## config.mk

```make
export PLATFORM = sky130hd
export DESIGN_NAME = pwm_duty_ramp
export DESIGN_NICKNAME = d
export VERILOG_FILES = /design/src/rtl/pwm_duty_ramp.sv
export SDC_FILE = /design/constraint.sdc
export NUM_CORES = 1
export LEC_CHECK = 0
export BUFFER_PORTS_ARGS = -buffer_cell sky130_fd_sc_hd__buf_4
export CORE_MARGIN = 2
export CORE_UTILIZATION = 52
export CTS_CLUSTER_DIAMETER = 100
export DETAILED_ROUTE_END_ITERATION = 16
export PLACE_DENSITY = 0.69
export REMOVE_ABC_BUFFERS = 1
export SETUP_SLACK_MARGIN = 0.5
export SYNTH_ARGS = -nofsm -noshare
export SYNTH_HDL_FRONTEND = slang
export SYNTH_SLANG_ARGS = --single-unit
```

## constraint.sdc

```tcl
create_clock -name clk -period 3.85 [get_ports clk]
set_input_delay 0.1925 -clock clk [delete_from_list [all_inputs] [get_ports clk]]
set_output_delay 0.1925 -clock clk [all_outputs]
set_load 0.02 [all_outputs]
```

## src/rtl/pwm_duty_ramp.sv

```systemverilog
// pwm_duty_ramp: slews the PWM duty toward an accepted target by STEP every DIV
// PWM periods. Duty updates land only on period_tick edges, so the PWM counter
// wraps straight into the new duty.
// Ports:
//   clk, rst          clock; asynchronous active-high reset
//   period_tick       1-cycle pulse on the last count of each PWM period
//   hold              freeze the ramp (ticks ignored, divider frozen)
//   abort             cancel an active ramp, keeping the current duty
//   tgt_valid/ready   target handshake; ready only while idle
//   tgt_data          target duty
//   duty_cycle        registered duty to the PWM
//   busy              ramp in progress
//   ramp_done         registered 1-cycle pulse when the target is reached
module pwm_duty_ramp #(
  parameter int unsigned WIDTH     = 8,
  parameter int unsigned STEP      = 1,
  parameter int unsigned DIV       = 4,
  parameter int unsigned INIT_DUTY = 0
) (
  input  logic             clk,
  input  logic             rst,
  input  logic             period_tick,
  input  logic             hold,
  input  logic             abort,
  input  logic             tgt_valid,
  input  logic [WIDTH-1:0] tgt_data,
  output logic             tgt_ready,
  output logic [WIDTH-1:0] duty_cycle,
  output logic             busy,
  output logic             ramp_done
);

  localparam int unsigned EXT_W = WIDTH + 1;
  localparam int unsigned DIV_W = (DIV > 1) ? $clog2(DIV) : 1;
  localparam logic [EXT_W-1:0] STEP_X   = EXT_W'(STEP);
  localparam logic [DIV_W-1:0] DIV_LAST = DIV_W'(DIV - 1);
  localparam logic [WIDTH-1:0] INIT_X   = WIDTH'(INIT_DUTY);

  typedef enum logic [1:0] {
    IDLE      = 2'd0,
    RAMP_UP   = 2'd1,
    RAMP_DOWN = 2'd2
  } state_t;

  state_t           state_q, state_d;
  logic [WIDTH-1:0] duty_q, duty_d;
  logic [WIDTH-1:0] tgt_q, tgt_d;
  logic [DIV_W-1:0] div_q, div_d;
  logic             done_q, done_d;

  logic [EXT_W-1:0] up_diff;
  logic [EXT_W-1:0] down_diff;
  logic [WIDTH-1:0] step_val;

  // Next duty for one step, clamped at the target; distances use one spare bit
  // so neither direction can wrap.
  always_comb begin
    up_diff   = {1'b0, tgt_q} - {1'b0, duty_q};
    down_diff = {1'b0, duty_q} - {1'b0, tgt_q};
    step_val  = duty_q;
    if (state_q == RAMP_UP) begin
      step_val = (up_diff <= STEP_X) ? tgt_q : WIDTH'({1'b0, duty_q} + STEP_X);
    end else if (state_q == RAMP_DOWN) begin
      step_val = (down_diff <= STEP_X) ? tgt_q : WIDTH'({1'b0, duty_q} - STEP_X);
    end
  end

  // Next-state logic.
  always_comb begin
    state_d = state_q;
    duty_d  = duty_q;
    tgt_d   = tgt_q;
    div_d   = div_q;
    done_d  = 1'b0;
    case (state_q)
      IDLE: begin
        if (tgt_valid) begin
          tgt_d = tgt_data;
          div_d = '0;
          if (tgt_data > duty_q) begin
            state_d = RAMP_UP;
          end else if (tgt_data < duty_q) begin
            state_d = RAMP_DOWN;
          end else begin
            done_d = 1'b1;
          end
        end
      end
      RAMP_UP, RAMP_DOWN: begin
        // abort takes priority over a coincident step
        if (abort) begin
          state_d = IDLE;
          div_d   = '0;
        end else if (period_tick && !hold) begin
          if (div_q == DIV_LAST) begin
            div_d  = '0;
            duty_d = step_val;
            if (step_val == tgt_q) begin
              state_d = IDLE;
              done_d  = 1'b1;
            end
          end else begin
            div_d = div_q + DIV_W'(1);
          end
        end
      end
      default: begin
        state_d = IDLE;
        div_d   = '0;
      end
    endcase
  end

  // State registers.
  always_ff @(posedge clk or posedge rst) begin
    if (rst) begin
      state_q <= IDLE;
      duty_q  <= INIT_X;
      tgt_q   <= INIT_X;
      div_q   <= '0;
      done_q  <= 1'b0;
    end else begin
      state_q <= state_d;
      duty_q  <= duty_d;
      tgt_q   <= tgt_d;
      div_q   <= div_d;
      done_q  <= done_d;
    end
  end

  // Handshake flags decode straight from the state register.
  assign tgt_ready  = (state_q == IDLE);
  assign busy       = ~tgt_ready;
  assign duty_cycle = duty_q;
  assign ramp_done  = done_q;

endmodule

```

Yosys cells after proc, flatten, opt, wreduce, memory -nomap -nowiden. Cells that the tools add are included.

Eq/ne operators: 9. $lt $le $gt $ge: 4. Reduce and logical (&&, ||, !) cells: 8. Mux-type cells: 25. Add/sub/neg operators: 5. Bitwise operators: 2.

Operators by type and width (number): $mux W8 (4); $mux W2 (11); $le A9 B1 Y1 const B (2); $sub A8 B8 Y9 (2); $ne A3 B3 Y1 const B (3); $add A8 B1 Y8 const B (1); $eq A8 B8 Y1 (1); $gt A8 B8 Y1 (1); $lt A8 B8 Y1 (1); $pmux W2 S2 (2); $sub A8 B1 Y8 const B (1); $mux W1 (7); $reduce_and A5 Y1 (1); $eq A2 B2 Y1 const B (2); $reduce_and A2 Y1 (2); $reduce_and A4 Y1 (1); $ne A3 B1 Y1 const B (1); $add A2 B1 Y2 const B (1); $eq A2 B1 Y1 const B (1); $logic_not A2 Y1 (1); $ne A2 B2 Y1 const B (1); $not A1 Y1 (2); $pmux W1 S2 (1); $reduce_or A2 Y1 (1); other kinds (2) (2).

Register bits after elaboration: 21. Word-level logic and storage cells: 58. Input port bits: 14.

Depth between registers and ports, before layout.
Depth in word-level cells: 11. Gate-level depth with buffers: 14. Depth with buffers taken out: 13.

Worst setup path after synthesis. No wires, ideal clock.

Kind: reg-to-reg. Start point: reg duty_q[0], in the netlist duty_cycle[0]. End point: reg state_q[0]. Data arrival time: 3.415 ns. Data required time: 3.724 ns. Cell stages (with the launch flop): 14. Path slack: 0.309 ns. Clock period less this slack: 3.541 ns. Library setup time: 0.126 ns. Cell sequence: dfrtp_1 buf_4 inv_1 ha_1 inv_1 fa_1 xor2_1 a2111o_1 or4_4 nor3_4 nor3_2 o32ai_4 and4_1 o22ai_1.

Longest elaborated chain between the ends: 8.

RTL lines: start: declaration (RTL line 46) `logic [WIDTH-1:0] duty_q, duty_d;`; start signal: assignment (RTL line 124) `duty_q <= duty_d;`; $sub A8 B8 Y9 (RTL line 59) `down_diff = {1'b0, duty_q} - {1'b0, tgt_q};`; $le A9 B1 Y1 (RTL line 64) `step_val = (down_diff <= STEP_X) ? tgt_q : WIDTH'({1'b0, duty_q} - STEP_X);`; $mux W8 (RTL line 64); $mux W8 (RTL line 63) `end else if (state_q == RAMP_DOWN) begin`; $mux W8 (RTL line 61) `if (state_q == RAMP_UP) begin`; $eq A8 B8 Y1 (RTL line 98) `if (step_val == tgt_q) begin`; $ne A3 B3 Y1 (no source line); $reduce_and A5 Y1 (no source line); end signal: assignment (RTL line 123) `state_q <= state_d;`; end: declaration (RTL line 45) `state_t state_q, state_d;`.

Parallel ways exist; a longest one is shown, timed or not. The select of a mux whose other input is x is not followed. A chain may end at the register's enable or synchronous reset.

Worst setup path in the final report.
Start point: reg tgt_q[0]. End point: reg state_q[0].

Longest elaborated chain between the ends: 8.

RTL lines: start: declaration (RTL line 47) `logic [WIDTH-1:0] tgt_q, tgt_d;`; start signal: assignment (RTL line 125) `tgt_q <= tgt_d;`; $sub A8 B8 Y9 (RTL line 59); $le A9 B1 Y1 (RTL line 64); $mux W8 (RTL line 64); $mux W8 (RTL line 63); $mux W8 (RTL line 61); $eq A8 B8 Y1 (*) (RTL line 98); $ne A3 B3 Y1 (no source line) (*); $reduce_and A5 Y1 (no source line) (*).

Every way passes the cells marked *; elsewhere a longest branch is shown, timed or not.

==> impl_metrics.toml <==
[placement]
dp_hpwl_um = 6480
dpl_cell_area_sq_um = 3210
gp_congestion = 0.922
port_buffers = 24

[yosys]
ys_seq_area_share_pct = 18.1
synth_compound_area_share_pct = 26.7
synth_cell_type_count = 66
synth_adder_area_share_pct = 14.7
ys_warn_count = 0
synth_top_family_by_area = "compound AO/OA/AOI/OAI gates"
syn_area_per_cell_sq_um = 7.98
netlist_top_cells_area = "dfrtp_1 18%, ha_1 13%, a21oi_1 5.2%"
synth_most_common_cell = "nand2_1"
ys_seq_elements = 21
syn_area_sq_um = 2910
synth-xor-area-share_pct = 5.73
yosysTopAreaCell = "dfrtp_1"
syn_inst = 364
synth_top_cell_area_share_pct = 18.1
synthMuxAreaShare_pct = 4.82
async_flop_share_pct = 100
synth-main-ff-cell = "dfrtp_1"
synthTopCellsByCount = "35 x nand2_1, 31 x ha_1, 30 x a21oi_1, 27 x inv_1, 21 x dfrtp_1"
synth-simple-area-share_pct = 23.7
synth-edff-count = 0

[clock_network]
clockRootBuffer = "clkbuf_8"
clock_sinks = 21
cts_tree = "built"
clk_latency_ns = 0.27
path_clk_slew_ns = 0.08
clk_path_buf_depth = 2
cts_htree_levels = 1
cts_made_buffers = 3
postCtsHoldBufs = 0

[timing]
final_hold_viol_count = 0
fmax_mhz = 307
finalClockSkew_ns = 0.00158
drv_slew = 0
rsz0062_at_grt = "false"
slew_headroom_pct = 43.0
setup_tns_ns = 0
tightest_slew_ns = 0.854
fin_crit_sh_pct = 84.6
fin_crit_ns = 3.26
finalSetupViolations = 0

[setup_path]
cp_max_fo = 5
endpoint_kind = "flip-flop"
arrival_ns = 3.41
r2r_end = "state_q[0]"
cp_slowest_stage_delay_ns = 0.45
crit_chain = "ha_4 > inv_1 > fa_2 > a2111o_1 > nor4_4 > nand2_2 > a211o_4 > o32ai_4 > and4_1 > o22ai_1"
critical_path_class = "flip-flop to flip-flop"
required_ns = 4.00
rr_startpoint = "tgt_q[0]"
cp_slowest_cell = "dfrtp_2"
rr_worst_depth = 10
critPathLaunchType = "flip-flop"
rrSetupSlack_ns = 0.59

[routing]
antenna_left = 0
viasPerCell = 6.45
drt-wirelength-per-cell_um = 18.7
drc = 0
vias = 3043
drtIter0Drc = 246
drt-pass1-iter-count = 7
drt_wl_total_um = 8830

[floorplan]
die-area_sq_um = 6200
fp-row-count = 27
dieWidth_um = 78.8
start_util_pct = 53.4
fp.dieH_um = 78.8
num_io_pins = 25
core_sq_um = 5440

[global_route]
antenna_found_initial = 0
grt_pass1_wl_um = 14400
grtUsageTotal_pct = 29.2
grt_overflow = 0
grt_pass1_vias = 2910
grt_max_degree = 22

[power]
power_density_nw_per_um2 = 568
leakagePower_nw = 1.45
ir_drop_mv = 0.343

[layout]
diodes = 0
nets = 448
seqCellArea_sq_um = 531
final_area_sq_um = 3500
syn_to_final_growth_pct = 20.4
drive_above_1_share_pct = 28.0
fillers = 458
multiInputGateArea_sq_um = 2370

[run]
maxCapViolCount = 0

[run_status]
outcome = "finished, final reports clean"

[min_path]
hp-class = "input port to asynchronous set/reset pin"
==> worst max-delay path, delay by kind of cell (launching register included) <==
family / cells / cell delay (ns)
DFF: 1 / 0.45
adders and majority gates: 2 / 0.60
buffers and inverters: 1 / 0.07
AOI/OAI and AO/OA: 4 / 1.22
and+or+nand+nor: 3 / 0.80
==> state kept, by name, summed over array words and instances (netlist names) <==
name and count:
duty_cycle 8, state_q 2, div_q 2, tgt_q 8, ramp_done 1
==> final cells by class <==
cell class | count | area share, %
multi-input cells | 301 | 67.9
flip-flops and latches | 21 | 15.2
repair buffers | 47 | 10.2
inverters | 27 | 2.90
well taps | 72 | 2.57
clock buffers | 3 | 1.18
clock inverters | 1 | 0.143
==> report_power, final <==
group	switching, mW	internal [mW]	leakage (nW)
logic	0.868	0.584	1.18
clock network	0.0794	0.0723	0.0255
registers	0.107	0.274	0.249
total	1.06	0.931	1.45
==> cell families after synthesis <==
family	after synthesis
buffers and inverters	42
multiplexers	13
AND/OR/NAND/NOR	126
adder cells (fa/ha/maj)	33
XOR/XNOR	19
AO/OA/AOI/OAI	110
flip-flops	21
==> metal layers <==
layer	vias up	part of all wire, %	GRT usage (%)
li1	1418	-	-
met1	1409	42	40.6
met2	180	46	46.8
met3	36	8.4	3.52
met4	0	3.2	10.5
met5	-	0	0
==> cells in the final DEF, fill, tap and decap left out, types with 7 or more instances in the layout <==
cell and n:
inv_1 25, mux2_2 8, nor2_1 18, o21ai_0 16
ha_1 23, dfrtp_1 17, xnor2_1 14, buf_4 46
nand3_1 13, a21oi_1 28, nor2b_1 7, nand2_1 35
==> worst max path at each step <==
| stage | startpoint | to | slack (ns) |
|---|---|---|---|
| after floorplan | duty_cycle[0] | state_q[0] | 0.33 |
| after global placement | duty_cycle[0] | duty_cycle[7] | 0.31 |
| after detailed placement | duty_cycle[0] | duty_cycle[7] | 0.29 |
| after CTS | duty_cycle[0] | state_q[0] | 0.51 |
| after global routing | duty_cycle[0] | state_q[0] | 0.47 |
| final | tgt_q[0] | state_q[0] | 0.59 |
==> stage by stage <==
stage	hold slack, ns	total power, mW	setup WS, ns	instances	utilization (%)
3_3_place_gp	0.405	1.61	0.313	460	59.0
5_1_grt	0.164	2.14	0.466	472	64.3
4_1_cts	0.125	1.81	0.508	465	60.7
2_1_floorplan	0.169	1.30	0.332	349	-
6_report	0.101	1.99	0.594	472	64.3
3_5_place_dp	0.416	1.63	0.291	460	59.0
==> timing repair <==
item	CTS	global route
resized for setup	8	37
setup endpoints to repair	8	11
setup buffers	1	7
pin swaps	6	17
(Power assumes the default switching activity.)
